**src/rtl/dti_apb_master_arbiter.sv**
```systemverilog
// Round-robin arbiter sharing one APB master port between NUM_REQ requesters.
// Optional ACCESS-phase timeout is built in when APB_ARB_TIMEOUT_EN is defined.
`ifndef APB_ADDR_WIDTH
`define APB_ADDR_WIDTH 32
`endif
`ifndef APB_DATA_WIDTH
`define APB_DATA_WIDTH 32
`endif
`ifndef APB_STRB_WIDTH
`define APB_STRB_WIDTH 4
`endif

module dti_apb_master_arbiter #(
    parameter int NUM_REQ        = 4,
    parameter int ADDR_WIDTH     = `APB_ADDR_WIDTH,
    parameter int DATA_WIDTH     = `APB_DATA_WIDTH,
    parameter int STRB_WIDTH     = `APB_STRB_WIDTH,
    parameter int TIMEOUT_CYCLES = 255
) (
    input  logic                            PCLK,
    input  logic                            PRESETn,
    input  logic [NUM_REQ-1:0]              req_valid,
    output logic [NUM_REQ-1:0]              req_ready,
    input  logic [NUM_REQ*ADDR_WIDTH-1:0]   req_addr,
    input  logic [NUM_REQ-1:0]              req_write,
    input  logic [NUM_REQ*DATA_WIDTH-1:0]   req_wdata,
    input  logic [NUM_REQ*STRB_WIDTH-1:0]   req_strb,
    output logic [NUM_REQ-1:0]              rsp_valid,
    output logic [DATA_WIDTH-1:0]           rsp_rdata,
    output logic                            rsp_err,
    output logic [ADDR_WIDTH-1:0]           PADDR,
    output logic [DATA_WIDTH-1:0]           PWDATA,
    output logic [STRB_WIDTH-1:0]           PSTRB,
    output logic                            PWRITE,
    output logic                            PSEL,
    output logic                            PENABLE,
    input  logic [DATA_WIDTH-1:0]           PRDATA,
    input  logic                            PREADY,
    input  logic                            PSLVERR
);

    localparam int IDX_W = $clog2(NUM_REQ);

    typedef enum logic [1:0] {
        IDLE,
        SETUP,
        ACCESS
    } state_e;

    typedef logic [IDX_W-1:0] idx_t;
    typedef logic [IDX_W:0]   cand_t;

    state_e                  state_q;
    idx_t                    rr_ptr_q;
    idx_t                    grant_q;
    logic [ADDR_WIDTH-1:0]   paddr_q;
    logic [DATA_WIDTH-1:0]   pwdata_q;
    logic [STRB_WIDTH-1:0]   pstrb_q;
    logic                    pwrite_q;
    logic                    psel_q;
    logic                    penable_q;
    logic [NUM_REQ-1:0]      rsp_valid_q;
    logic [DATA_WIDTH-1:0]   rsp_rdata_q;
    logic                    rsp_err_q;

    idx_t                    gnt_idx;
    logic                    gnt_vld;
    cand_t                   cand;
    logic [ADDR_WIDTH-1:0]   sel_addr;
    logic [DATA_WIDTH-1:0]   sel_wdata;
    logic [STRB_WIDTH-1:0]   sel_strb;
    logic                    sel_write;

`ifdef APB_ARB_TIMEOUT_EN
    localparam int CNT_W = (TIMEOUT_CYCLES > 255) ? 16 : 8;

    logic [CNT_W-1:0]        wait_q;
    logic                    to_hit;

    assign to_hit = ({1'b0, wait_q} + (CNT_W+1)'(1))
                    >= (CNT_W+1)'(TIMEOUT_CYCLES);
`else
    logic                    unused_timeout;

    assign unused_timeout = (TIMEOUT_CYCLES != 0);
`endif

    // Search starts one past the last winner so every requester gets a turn.
    always_comb begin
        gnt_idx = '0;
        gnt_vld = 1'b0;
        cand    = '0;
        for (int k = 1; k <= NUM_REQ; k++) begin
            cand = {1'b0, rr_ptr_q} + cand_t'(k);
            if (cand >= cand_t'(NUM_REQ)) begin
                cand = cand - cand_t'(NUM_REQ);
            end
            if (!gnt_vld && req_valid[cand[IDX_W-1:0]]) begin
                gnt_vld = 1'b1;
                gnt_idx = cand[IDX_W-1:0];
            end
        end
    end

    always_comb begin
        req_ready = '0;
        if (PRESETn && (state_q == IDLE) && gnt_vld) begin
            req_ready[gnt_idx] = 1'b1;
        end
    end

    assign sel_addr  = req_addr[gnt_idx*ADDR_WIDTH +: ADDR_WIDTH];
    assign sel_wdata = req_wdata[gnt_idx*DATA_WIDTH +: DATA_WIDTH];
    assign sel_strb  = req_strb[gnt_idx*STRB_WIDTH +: STRB_WIDTH];
    assign sel_write = req_write[gnt_idx];

    always_ff @(posedge PCLK or negedge PRESETn) begin
        if (!PRESETn) begin
            state_q     <= IDLE;
            rr_ptr_q    <= idx_t'(NUM_REQ-1);
            grant_q     <= '0;
            paddr_q     <= '0;
            pwdata_q    <= '0;
            pstrb_q     <= '0;
            pwrite_q    <= 1'b0;
            psel_q      <= 1'b0;
            penable_q   <= 1'b0;
            rsp_valid_q <= '0;
            rsp_rdata_q <= '0;
            rsp_err_q   <= 1'b0;
`ifdef APB_ARB_TIMEOUT_EN
            wait_q      <= '0;
`endif
        end else begin
            rsp_valid_q <= '0;
            unique case (state_q)
                IDLE: begin
                    if (gnt_vld) begin
                        paddr_q   <= sel_addr;
                        pwrite_q  <= sel_write;
                        pwdata_q  <= sel_wdata;
                        pstrb_q   <= sel_write ? sel_strb : '0;
                        psel_q    <= 1'b1;
                        penable_q <= 1'b0;
                        rr_ptr_q  <= gnt_idx;
                        grant_q   <= gnt_idx;
                        state_q   <= SETUP;
                    end
                end
                SETUP: begin
                    penable_q <= 1'b1;
                    state_q   <= ACCESS;
`ifdef APB_ARB_TIMEOUT_EN
                    wait_q    <= '0;
`endif
                end
                ACCESS: begin
                    if (PREADY) begin
                        psel_q               <= 1'b0;
                        penable_q            <= 1'b0;
                        pstrb_q              <= '0;
                        rsp_valid_q[grant_q] <= 1'b1;
                        rsp_rdata_q          <= pwrite_q ? '0 : PRDATA;
                        rsp_err_q            <= PSLVERR;
                        state_q              <= IDLE;
                    end
`ifdef APB_ARB_TIMEOUT_EN
                    else if (to_hit) begin
                        psel_q               <= 1'b0;
                        penable_q            <= 1'b0;
                        pstrb_q              <= '0;
                        rsp_valid_q[grant_q] <= 1'b1;
                        rsp_rdata_q          <= '0;
                        rsp_err_q            <= 1'b1;
                        state_q              <= IDLE;
                    end else begin
                        wait_q <= wait_q + CNT_W'(1);
                    end
`endif
                end
                default: state_q <= IDLE;
            endcase
        end
    end

    assign PADDR     = paddr_q;
    assign PWDATA    = pwdata_q;
    assign PSTRB     = pstrb_q;
    assign PWRITE    = pwrite_q;
    assign PSEL      = psel_q;
    assign PENABLE   = penable_q;
    assign rsp_valid = rsp_valid_q;
    assign rsp_rdata = rsp_rdata_q;
    assign rsp_err   = rsp_err_q;

endmodule

```
**config.mk**
```make
export PLATFORM = sky130hd
export DESIGN_NAME = dti_apb_master_arbiter
export DESIGN_NICKNAME = d
export VERILOG_FILES = /design/src/rtl/dti_apb_master_arbiter.sv
export SDC_FILE = /design/constraint.sdc
export NUM_CORES = 1
export LEC_CHECK = 0
export CORE_AREA = 2 2 166 168
export CTS_CLUSTER_SIZE = 8
export DETAILED_ROUTE_END_ITERATION = 6
export DIE_AREA = 0 0 168 170
export SETUP_SLACK_MARGIN = 0.2
export SYNTH_ARGS = -nofsm -noshare
export SYNTH_HDL_FRONTEND = slang
export SYNTH_SLANG_ARGS = --single-unit
```
**constraint.sdc**
```tcl
create_clock -name PCLK -period 4.5 [get_ports PCLK]
set_input_delay 1.125 -clock PCLK [delete_from_list [all_inputs] [get_ports PCLK]]
set_output_delay 1.125 -clock PCLK [all_outputs]
set_load 0.02 [all_outputs]
```
==> metrics.txt <==
status=finished, final reports clean; setup tns final=0 ns; Initial Util=24.08%; Core Util, Final=43.47%; All-Layer GR Usage=18.19%; Placer Congestion=0.7956; # rows=60; CP Launch Type=input port; Slew HR=35.98%; # nets final=1331; Worst Hold Class=flop to flop; full die area=28560 um2; drt first-iter violations=468; CTS Buffer Depth=2; post-layout min period=4.153 ns; WL final=26950 um; Synth Cell Area=6416 um2; worst setup margin=0.3472 ns; Clock transition at path regs=0.06 ns; Cells after Synth=607; buffers plus inverters on the worst setup path=2; Worst path slowest cell=clkdlybuf4s50_1; layout cells sized above 1=12.35%; Layout Cells excl Fill=1371; Hold Vio Cnt, Final=0; simple-gate share of the synthesized area=12.32%; post-route ant nets=0; DPL Wire Length=20270 um; Via density=4.705; adder-cell share of the synthesized area=0%; H-tree depth=4; clock root buffer=clkbuf_16; vias in the first global route=6472; core area=26650 um2; Via Count=6450; Final Setup Violations=0; top sig layer=met4; worst setup path class=input port to output pin; worst skew pair latency=0.41 ns; clock skew=0.006987 ns; most frequent cells in the layout=clkdlybuf4s50_1 (421), dfrtp_1 (112), nand2_1 (112); post-synthesis mux area share=16.85%; pre-CTS setup slack=0.06676 ns; CP cell instances=clkdlybuf4s50_1, nor2b_2, and3b_1, or2_2, and3_1, dlygate4sd2_1; Synth Register Bits=114; delay of the slowest critical-path stage=0.59 ns; Post-synth top flop=dfrtp_1; Fmax=240.8 MHz; Worst Path Arrival=3.03 ns; MaxCap Viol Count=0; Netlist cell types=40; post-route cell area=11580 um2; first-pass GRT wire length=39380 um; met2 WL=13630 um; Max VDD drop=277.0 uV; DRT met1 WL=11230 um; crit-path leading delay family=simple AND/OR/NAND/NOR gates; largest family of logic cells by synthesized area=compound AO/OA/AOI/OAI gates; CTS tree=done; PwrDens=615.4 nW/um2; I/O pins=428; average size of a mapped cell=10.57 um2; routed length on met3=1764 um; crit end category=output pin; Synth Area in Compound Gates=20.38%; drt pass-1 iters=6; Seq/Total Area, Yosys=44.50%; initial antenna violation count=1; Worst Tran Pin Value=0.9603 ns; Die Span X=168 um; port bufs=427; area grow syn2layout=80.56%; fin. max-slew vios=0; warnings from Yosys=0; leakage=0.004865 uW; Crit Path Max Fanout=7; Final period util=92.29%; Die H=170 um; Cell Area, Placed=10940 um2; commonest non-fill, non-tap cell in the layout=clkdlybuf4s50_1; post-synthesis xor/xnor area fraction=0%; placed cell count=1337; wire per inst=19.66 um; largest net degree at the start of global routing=113; Post-synth EDFFs=0; grt ovf=0; fraction of registers with async set/reset=100.0%; DRC=0; clock buffers created by TritonCTS=17; RSZ-0062 raised after global routing=no; post-synthesis net count=923; CP required=3.38 ns; # clock sinks=114
## final timing paths
| path | startpoint | endpoint | slack (ns) | depth (start not counted) |
|---|---|---|---|---|
| hold / removal | rsp_err | rsp_err | 0.47 | 2 |
| hold reg to reg | rsp_err | rsp_err | 0.47 | 2 |
| max in group asynchronous | PRESETn | PWDATA[2] | 3.09 | 2 |
| setup reg to reg | rr_ptr_q[0] | PADDR[14] | 1.87 | 6 |
| setup / recovery | req_valid[3] | req_ready[0] | 0.35 | 6 |
| min in group asynchronous | PRESETn | rr_ptr_q[0] | 0.71 | 1 |
## worst register-to-register path: cells and delay by family (launching register included)
kind | cells | cell delay, ns
AOI/OAI and AO/OA | 3 | 1.09
DFF | 1 | 0.58
buffers and inverters | 1 | 0.31
muxes | 1 | 0.31
and+or+nand+nor | 1 | 0.18
## registers in the layout, summed over array words and instances (netlist names)
register   cells
PADDR         32
PENABLE        1
PSEL           1
PSTRB          4
PWDATA        32
PWRITE         1
grant_q        2
rr_ptr_q       2
rsp_err        1
rsp_rdata     32
rsp_valid      4
state_q        2
## metrics by stage
step	total power, uW	hold WS, ns
after floorplan	4068	0.4482
after global placement	5649	0.4587
after detailed placement	5689	0.4629
after CTS	7230	0.4783
after global routing	7572	0.5003
final	7129	0.4741
## Yosys cell counts (all sizes together) (4+ instances only)
cell type	n	share of area, %
nor2	5	0.29
mux2i	12	1.9
and3	5	0.49
buf	27	4.0
dfrtp	112	44
a32o	4	0.62
o21ai	102	8.0
clkbuf	30	1.8
nand2b	36	3.5
nand2	112	6.6
mux2	65	15
a222oi	64	10
## cell type report
class                           instances  area, um2
Multi-Input combinational cell        433       3207
Clock inverter                         15      221.5
Inverter                                3      11.26
Clock buffer                           17      425.4
Sequential cell                       114       2855
Fill cell                            2582      15070
Tap cell                              341      426.7
Antenna cell                            2      5.005
Timing Repair Buffer                  446       4433
## cells by family after synthesis
group / after synthesis
simple gates: 173
flops: 114
mux: 77
buf+inv: 60
compound gates: 183
## routing by layer
metal / GRT usage (%) / vias up
li1: - / 3097
met1: 22.75 / 3056
met2: 31.75 / 277
met3: 4.209 / 20
met4: 4.423 / 0
met5: 0 / -
## repair_timing
action                                  CTS  global route
buffers inserted                          0             0
hold buffers                              0             0
endpoints found under the setup margin    4             0
resized for setup                         6             0
## where the power goes
| part | switching, uW | internal (uW) |
|---|---|---|
| combinational | 2020 | 1850 |
| sequential | 260 | 1490 |
| clock | 553 | 948 |
| total | 2840 | 4290 |
(Power assumes the default switching activity.)
